### config.mk
export PLATFORM = sky130hd
export DESIGN_NAME = pipe_write_sink
export DESIGN_NICKNAME = d
export VERILOG_FILES = /design/src/rtl/pipe_write_sink.sv
export SDC_FILE = /design/constraint.sdc
export NUM_CORES = 1
export LEC_CHECK = 0
export BUFFER_PORTS_ARGS = -buffer_cell sky130_fd_sc_hd__buf_4
export CAP_MARGIN = 20
export CORE_MARGIN = 1
export CORE_UTILIZATION = 35
export CTS_BUF_LIST = sky130_fd_sc_hd__clkbuf_2 sky130_fd_sc_hd__clkbuf_4 sky130_fd_sc_hd__clkbuf_8
export DETAILED_ROUTE_END_ITERATION = 10
export PLACE_DENSITY_LB_ADDON = 0.05
export RECOVER_POWER = 25
export SETUP_SLACK_MARGIN = 0.02
export SLEW_MARGIN = 0
export SYNTH_ARGS = -nofsm -noshare
export SYNTH_HDL_FRONTEND = slang
export SYNTH_SLANG_ARGS = --single-unit
### constraint.sdc
create_clock -name clk -period 3.5 [get_ports clk]
set_input_delay 0.175 -clock clk [delete_from_list [all_inputs] [get_ports clk]]
set_output_delay 0.175 -clock clk [all_outputs]
set_load 0.05 [all_outputs]
### src/rtl/pipe_write_sink.sv
// Responder end of the DATA/ADDR write pipeline.
// Accepted beats go into a 2-entry skid FIFO. Each pop commits the beat to an
// addressable store, bumps the commit count and folds DATA into a running XOR.
// done latches after NUM_TXN commits and freezes the sink until reset.
// rd_data is a registered read-back with read-before-write behaviour.
module pipe_write_sink #(
    parameter int DATA_W  = 8,
    parameter int ADDR_W  = 4,
    parameter int NUM_TXN = 16,
    localparam int CNT_W  = $clog2(NUM_TXN + 1)
) (
    input  logic              clk,
    input  logic              rst_n,
    input  logic              valid,
    output logic              ready,
    input  logic [DATA_W-1:0] DATA,
    input  logic [ADDR_W-1:0] ADDR,
    input  logic              sink_en,
    output logic [CNT_W-1:0]  count,
    output logic              done,
    output logic [DATA_W-1:0] checksum,
    input  logic [ADDR_W-1:0] rd_addr,
    output logic [DATA_W-1:0] rd_data
);

    localparam int DEPTH = 1 << ADDR_W;

    logic              rel_q;
    logic [1:0]        occ_q;
    logic              wr_ptr_q;
    logic              rd_ptr_q;
    logic [DATA_W-1:0] fifo_data [2];
    logic [ADDR_W-1:0] fifo_addr [2];
    logic [DATA_W-1:0] store [DEPTH];
    logic [DEPTH-1:0]  written_q;
    logic              push;
    logic              pop;
    logic [DATA_W-1:0] head_data;
    logic [ADDR_W-1:0] head_addr;

    // Handshake and drain qualifiers; nothing moves once done is set.
    always_comb begin
        ready     = rel_q && (occ_q < 2'd2) && !done;
        push      = valid && ready;
        pop       = sink_en && (occ_q != 2'd0) && !done;
        head_data = fifo_data[rd_ptr_q];
        head_addr = fifo_addr[rd_ptr_q];
    end

    // Holds ready low through the cycle in which reset is released.
    always_ff @(posedge clk or negedge rst_n) begin
        if (!rst_n) begin
            rel_q <= 1'b0;
        end else begin
            rel_q <= 1'b1;
        end
    end

    // FIFO pointers and occupancy; simultaneous push and pop cancel out.
    always_ff @(posedge clk or negedge rst_n) begin
        if (!rst_n) begin
            occ_q    <= 2'd0;
            wr_ptr_q <= 1'b0;
            rd_ptr_q <= 1'b0;
        end else begin
            if (push) begin
                wr_ptr_q <= !wr_ptr_q;
            end
            if (pop) begin
                rd_ptr_q <= !rd_ptr_q;
            end
            case ({push, pop})
                2'b10:   occ_q <= occ_q + 2'd1;
                2'b01:   occ_q <= occ_q - 2'd1;
                default: occ_q <= occ_q;
            endcase
        end
    end

    // FIFO payload; contents are only meaningful while occupancy covers them.
    always_ff @(posedge clk) begin
        if (push) begin
            fifo_data[wr_ptr_q] <= DATA;
            fifo_addr[wr_ptr_q] <= ADDR;
        end
    end

    // Commit bookkeeping: count, sticky done and running XOR checksum.
    always_ff @(posedge clk or negedge rst_n) begin
        if (!rst_n) begin
            count    <= '0;
            done     <= 1'b0;
            checksum <= '0;
        end else if (pop) begin
            count    <= count + 1'b1;
            checksum <= checksum ^ head_data;
            if (count == CNT_W'(NUM_TXN - 1)) begin
                done <= 1'b1;
            end
        end
    end

    // Store write on commit; data survives reset, the written bits do not.
    always_ff @(posedge clk) begin
        if (pop) begin
            store[head_addr] <= head_data;
        end
    end

    // Per-entry written flags so unwritten locations read back as zero.
    always_ff @(posedge clk or negedge rst_n) begin
        if (!rst_n) begin
            written_q <= '0;
        end else if (pop) begin
            written_q[head_addr] <= 1'b1;
        end
    end

    // Registered read-back; a same-edge commit is not visible until next cycle.
    always_ff @(posedge clk or negedge rst_n) begin
        if (!rst_n) begin
            rd_data <= '0;
        end else begin
            rd_data <= written_q[rd_addr] ? store[rd_addr] : '0;
        end
    end

endmodule

==> flow_summary.yaml <==
run_status:
  run_status: "finished, violations left"
  failed_checks: "max-capacitance violations, max-slew violations"
logic_synthesis:
  synth_async_sr_flop_share_pct: 22.1
  yosys-top-cells-area: "sky130_fd_sc_hd__edfxtp_1, sky130_fd_sc_hd__dfrtp_1, sky130_fd_sc_hd__mux4_2, sky130_fd_sc_hd__xnor2_1, sky130_fd_sc_hd__a22oi_1"
  post_synthesis_mean_instance_area_um2: 19.1
  yosysSeqAreaShare_pct: 75.7
  synth_largest_type_area_fraction_pct: 61.2
  yosys_warnings: 0
  post_synth_num_cell_types: 39
  dominantRegCellSynth: "sky130_fd_sc_hd__edfxtp_1"
  synth.ff_latch_count: 195
  synthCells: 390
  synthesized_area_um2: 7460
  yosys.area.top_type: "sky130_fd_sc_hd__edfxtp_1"
  synth-edff-count: 152
  syn-num-nets: 413
setup_path:
  worstSetupStartpoint: "occ_q[1]"
  ordered_cell_list_for_the_critical_path: "o21a_1 > nand2_1 > inv_1 > nand2_1 > nor2_1"
  setup.worst_path.class: "reg -> reg"
  critPathLaunchType: "flop"
  max_stage_delay_ps: 670
  endpoint: "store[8][3]"
  timing.rr.end: "store[8][3]"
  beginning_of_the_worst_register_to_register_path: "occ_q[1]"
  ff2ff_path_depth: 5
  slack_of_the_worst_reg_to_reg_path_ps: 920
  worst_ep_required_time_ps: 3590
  cpMostUsedCell: "sky130_fd_sc_hd__nand2_1"
  timing.critical_path.slowest_stage_cell: "sky130_fd_sc_hd__nor2_1"
  worst_ep_arrival_time_ps: 2670
  critical_path.endpoint_type: "flop"
  crit_path_max_fanout: 15
clock_tree:
  htree_levels: 4
  setup_bufs_post_cts: 0
  holdBufCountCts: 13
  postCtsResizedCells: 0
  clock_tree_from_tritoncts: "yes"
  clock_tree.buffer_depth: 2
  clock_latency_ps: 460
  cts_root_buffer: "sky130_fd_sc_hd__clkbuf_8"
  clock_sinks: 195
  worst_setup_hold_path_clk_slew_ps: 110
  cts-buffers-inserted: 17
power:
  power_density_nw_per_um2: 472
  p_leak_nw: 2.89
  ir_worst_vdd_mv: 0.220
  power_mw: 4.00
layout:
  layout-drive-gt1-share_pct: 21.9
  fin_nets: 476
  area_delta_synth_final_pct: 13.6
  fillerInstances: 1937
  insertedDiodeCount: 0
floorplan:
  die-area_um2: 21900
  io_pins: 43
  rows: 53
  core_area_um2: 21000
  starting_density_of_the_core_pct: 35.6
  die_height_um: 148
  die_w_um: 148
timing:
  final-hold-violation-count: 0
  time_the_final_worst_path_needs_with_i_o_delays_and_setup_ps: 2580
  timing_worst_slew_pin_value_ps: 2420
  timing.final.crit_share_pct: 73.6
  grt_setup_unrepaired: "false"
  finalSetupViolCount: 0
  max_freq_mhz: 388
  timing.final.max_slew_violations: 44
  tns_ps: 0
  final.setup_skew_ps: 18.3
  timing.max_slew.rel_slack_pct: -61.3
routing:
  dr_total_vias: 3599
  avgRoutedWirePerCell_um: 20.7
  drt_pass1_iterations: 4
  viasPerCell: 4.86
  drc: 0
  detailedRoute.firstIterationViolations: 217
  drt_wl_total_um: 15400
  postRouteAntennaNets: 0
global_routing:
  pin_count_of_the_biggest_net_entering_global_routing: 44
  grt_pass1_vias: 3779
  globalRouteTotalUtil_pct: 15.4
  globalRouteOverflowTotal: 0
  grt_first_pass_wirelength_um: 23900
  number_of_antenna_violations_at_the_first_check_in_global_routing: 0
min_path:
  worstHoldPathCells: 3
  min-delay-path-class: "in -> reg"
  hold_path_startpoint: "valid"
place:
  gp_congestion: 0.736
  dp.final_hpwl_um: 9850
  port-buffer-count: 42
flow_run:
  drv_cap: 1
[power by group]
group	total [mW]	internal, mW	switching, mW
combinational	0.125	0.0617	0.0637
clock	1.40	0.528	0.873
sequential	2.47	2.47	0.0000959
[layout make-up]
cell class / count / area [um^2] / area share (%)
Multi-Input combinational cell: 175 / 1710 / 20.2
Timing Repair Buffer: 58 / 379 / 4.48
Sequential cell: 195 / 5640 / 66.6
Tap cell: 275 / 344 / 4.06
Inverter: 6 / 22.5 / 0.266
Clock inverter: 15 / 140 / 1.66
Clock buffer: 17 / 234 / 2.76
[cell usage after synthesis (2+ instances only)]
cell and count:
sky130_fd_sc_hd__edfxtp_1 152, sky130_fd_sc_hd__dfrtp_1 43, sky130_fd_sc_hd__mux4_2 36, sky130_fd_sc_hd__nand2_1 23, sky130_fd_sc_hd__nor2_1 22, sky130_fd_sc_hd__a22oi_1 16
sky130_fd_sc_hd__xnor2_1 15, sky130_fd_sc_hd__o21bai_1 13, sky130_fd_sc_hd__a21oi_1 9, sky130_fd_sc_hd__mux2_2 8, sky130_fd_sc_hd__inv_1 6, sky130_fd_sc_hd__clkbuf_1 5
sky130_fd_sc_hd__buf_4 4, sky130_fd_sc_hd__buf_2 3, sky130_fd_sc_hd__ha_1 3, sky130_fd_sc_hd__or2_2 3, sky130_fd_sc_hd__a22o_1 2, sky130_fd_sc_hd__and3_1 2
sky130_fd_sc_hd__nor2b_1 2, sky130_fd_sc_hd__nor3_1 2, sky130_fd_sc_hd__nor3b_1 2, sky130_fd_sc_hd__o21ai_0 2
[kinds of logic (layout without fill, tap and decap cells)]
| group | count (synthesis) | after routing | share of synthesized area, % |
|---|---|---|---|
| AOI/OAI and AO/OA | 49 | 49 | 4.72 |
| buffers and inverters | 20 | 96 | 1.36 |
| and+or+nand+nor | 62 | 62 | 3.76 |
| adders and majority gates | 3 | 3 | 0.503 |
| DFF | 195 | 195 | 75.7 |
| xor gates and xnor gates | 16 | 16 | 1.88 |
| muxes | 44 | 44 | 12.1 |
| other | 1 | 1 | 0.0503 |
[metal layers]
metal | GRT usage, % | part of all wire, % | vias up
met5 | 0 | 0 | -
met4 | 5.67 | 1.8 | 0
met3 | 3.61 | 3.2 | 14
met2 | 21.6 | 45 | 69
met1 | 23.3 | 50 | 1861
li1 | - | - | 1655
[state kept, by name (all words and copies together), names as in the netlist]
name       flops
wr_ptr_q       1
rd_data        8
fifo_data     16
checksum       8
done           1
rd_ptr_q       1
written_q     16
fifo_addr      8
store        128
rel_q          1
occ_q          2
count          5
[cell usage in the layout, fill, tap and decap left out, types with 3 or more instances in the layout]
cell	count
sky130_fd_sc_hd__mux2_2	8
sky130_fd_sc_hd__ha_1	3
sky130_fd_sc_hd__clkbuf_8	17
sky130_fd_sc_hd__dfrtp_1	43
sky130_fd_sc_hd__inv_8	4
sky130_fd_sc_hd__buf_4	9
sky130_fd_sc_hd__xnor2_1	15
sky130_fd_sc_hd__nand2_1	23
sky130_fd_sc_hd__clkbuf_1	23
sky130_fd_sc_hd__o21bai_1	13
sky130_fd_sc_hd__mux4_2	36
sky130_fd_sc_hd__or2_2	3
sky130_fd_sc_hd__edfxtp_1	152
sky130_fd_sc_hd__inv_1	6
sky130_fd_sc_hd__a21oi_1	9
sky130_fd_sc_hd__nor2_1	23
sky130_fd_sc_hd__a22oi_1	16
sky130_fd_sc_hd__clkbuf_4	12
sky130_fd_sc_hd__dlygate4sd3_1	13
sky130_fd_sc_hd__inv_6	5
[worst max-delay path: cells and delay by family, from the launching register on]
family	cells	cell delay, ps
AND/OR/NAND/NOR	3	1210
buffers and inverters	1	400
flip-flops	1	410
AO/OA/AOI/OAI	1	190
[through the flow]
stage	cells	util, %	hold WS [ps]	area (um^2)	worst slack (ps)
finish	741	40.4	44.6	8470	925
global route	741	40.4	39.2	8470	655
CTS	741	40.9	15.1	8560	938
detailed placement	696	38.5	211	8060	937
global placement	696	38.5	200	8060	1010
floorplan	390	-	-121	7460	340
[how the worst min path moves through the flow]
stage | end | slack (ps)
floorplan | checksum[0] | -120
global placement | checksum[4] | 200
detailed placement | checksum[5] | 210
CTS | wr_ptr_q | 20
global route | wr_ptr_q | 40
finish | wr_ptr_q | 40
(Power assumes the default switching activity.)
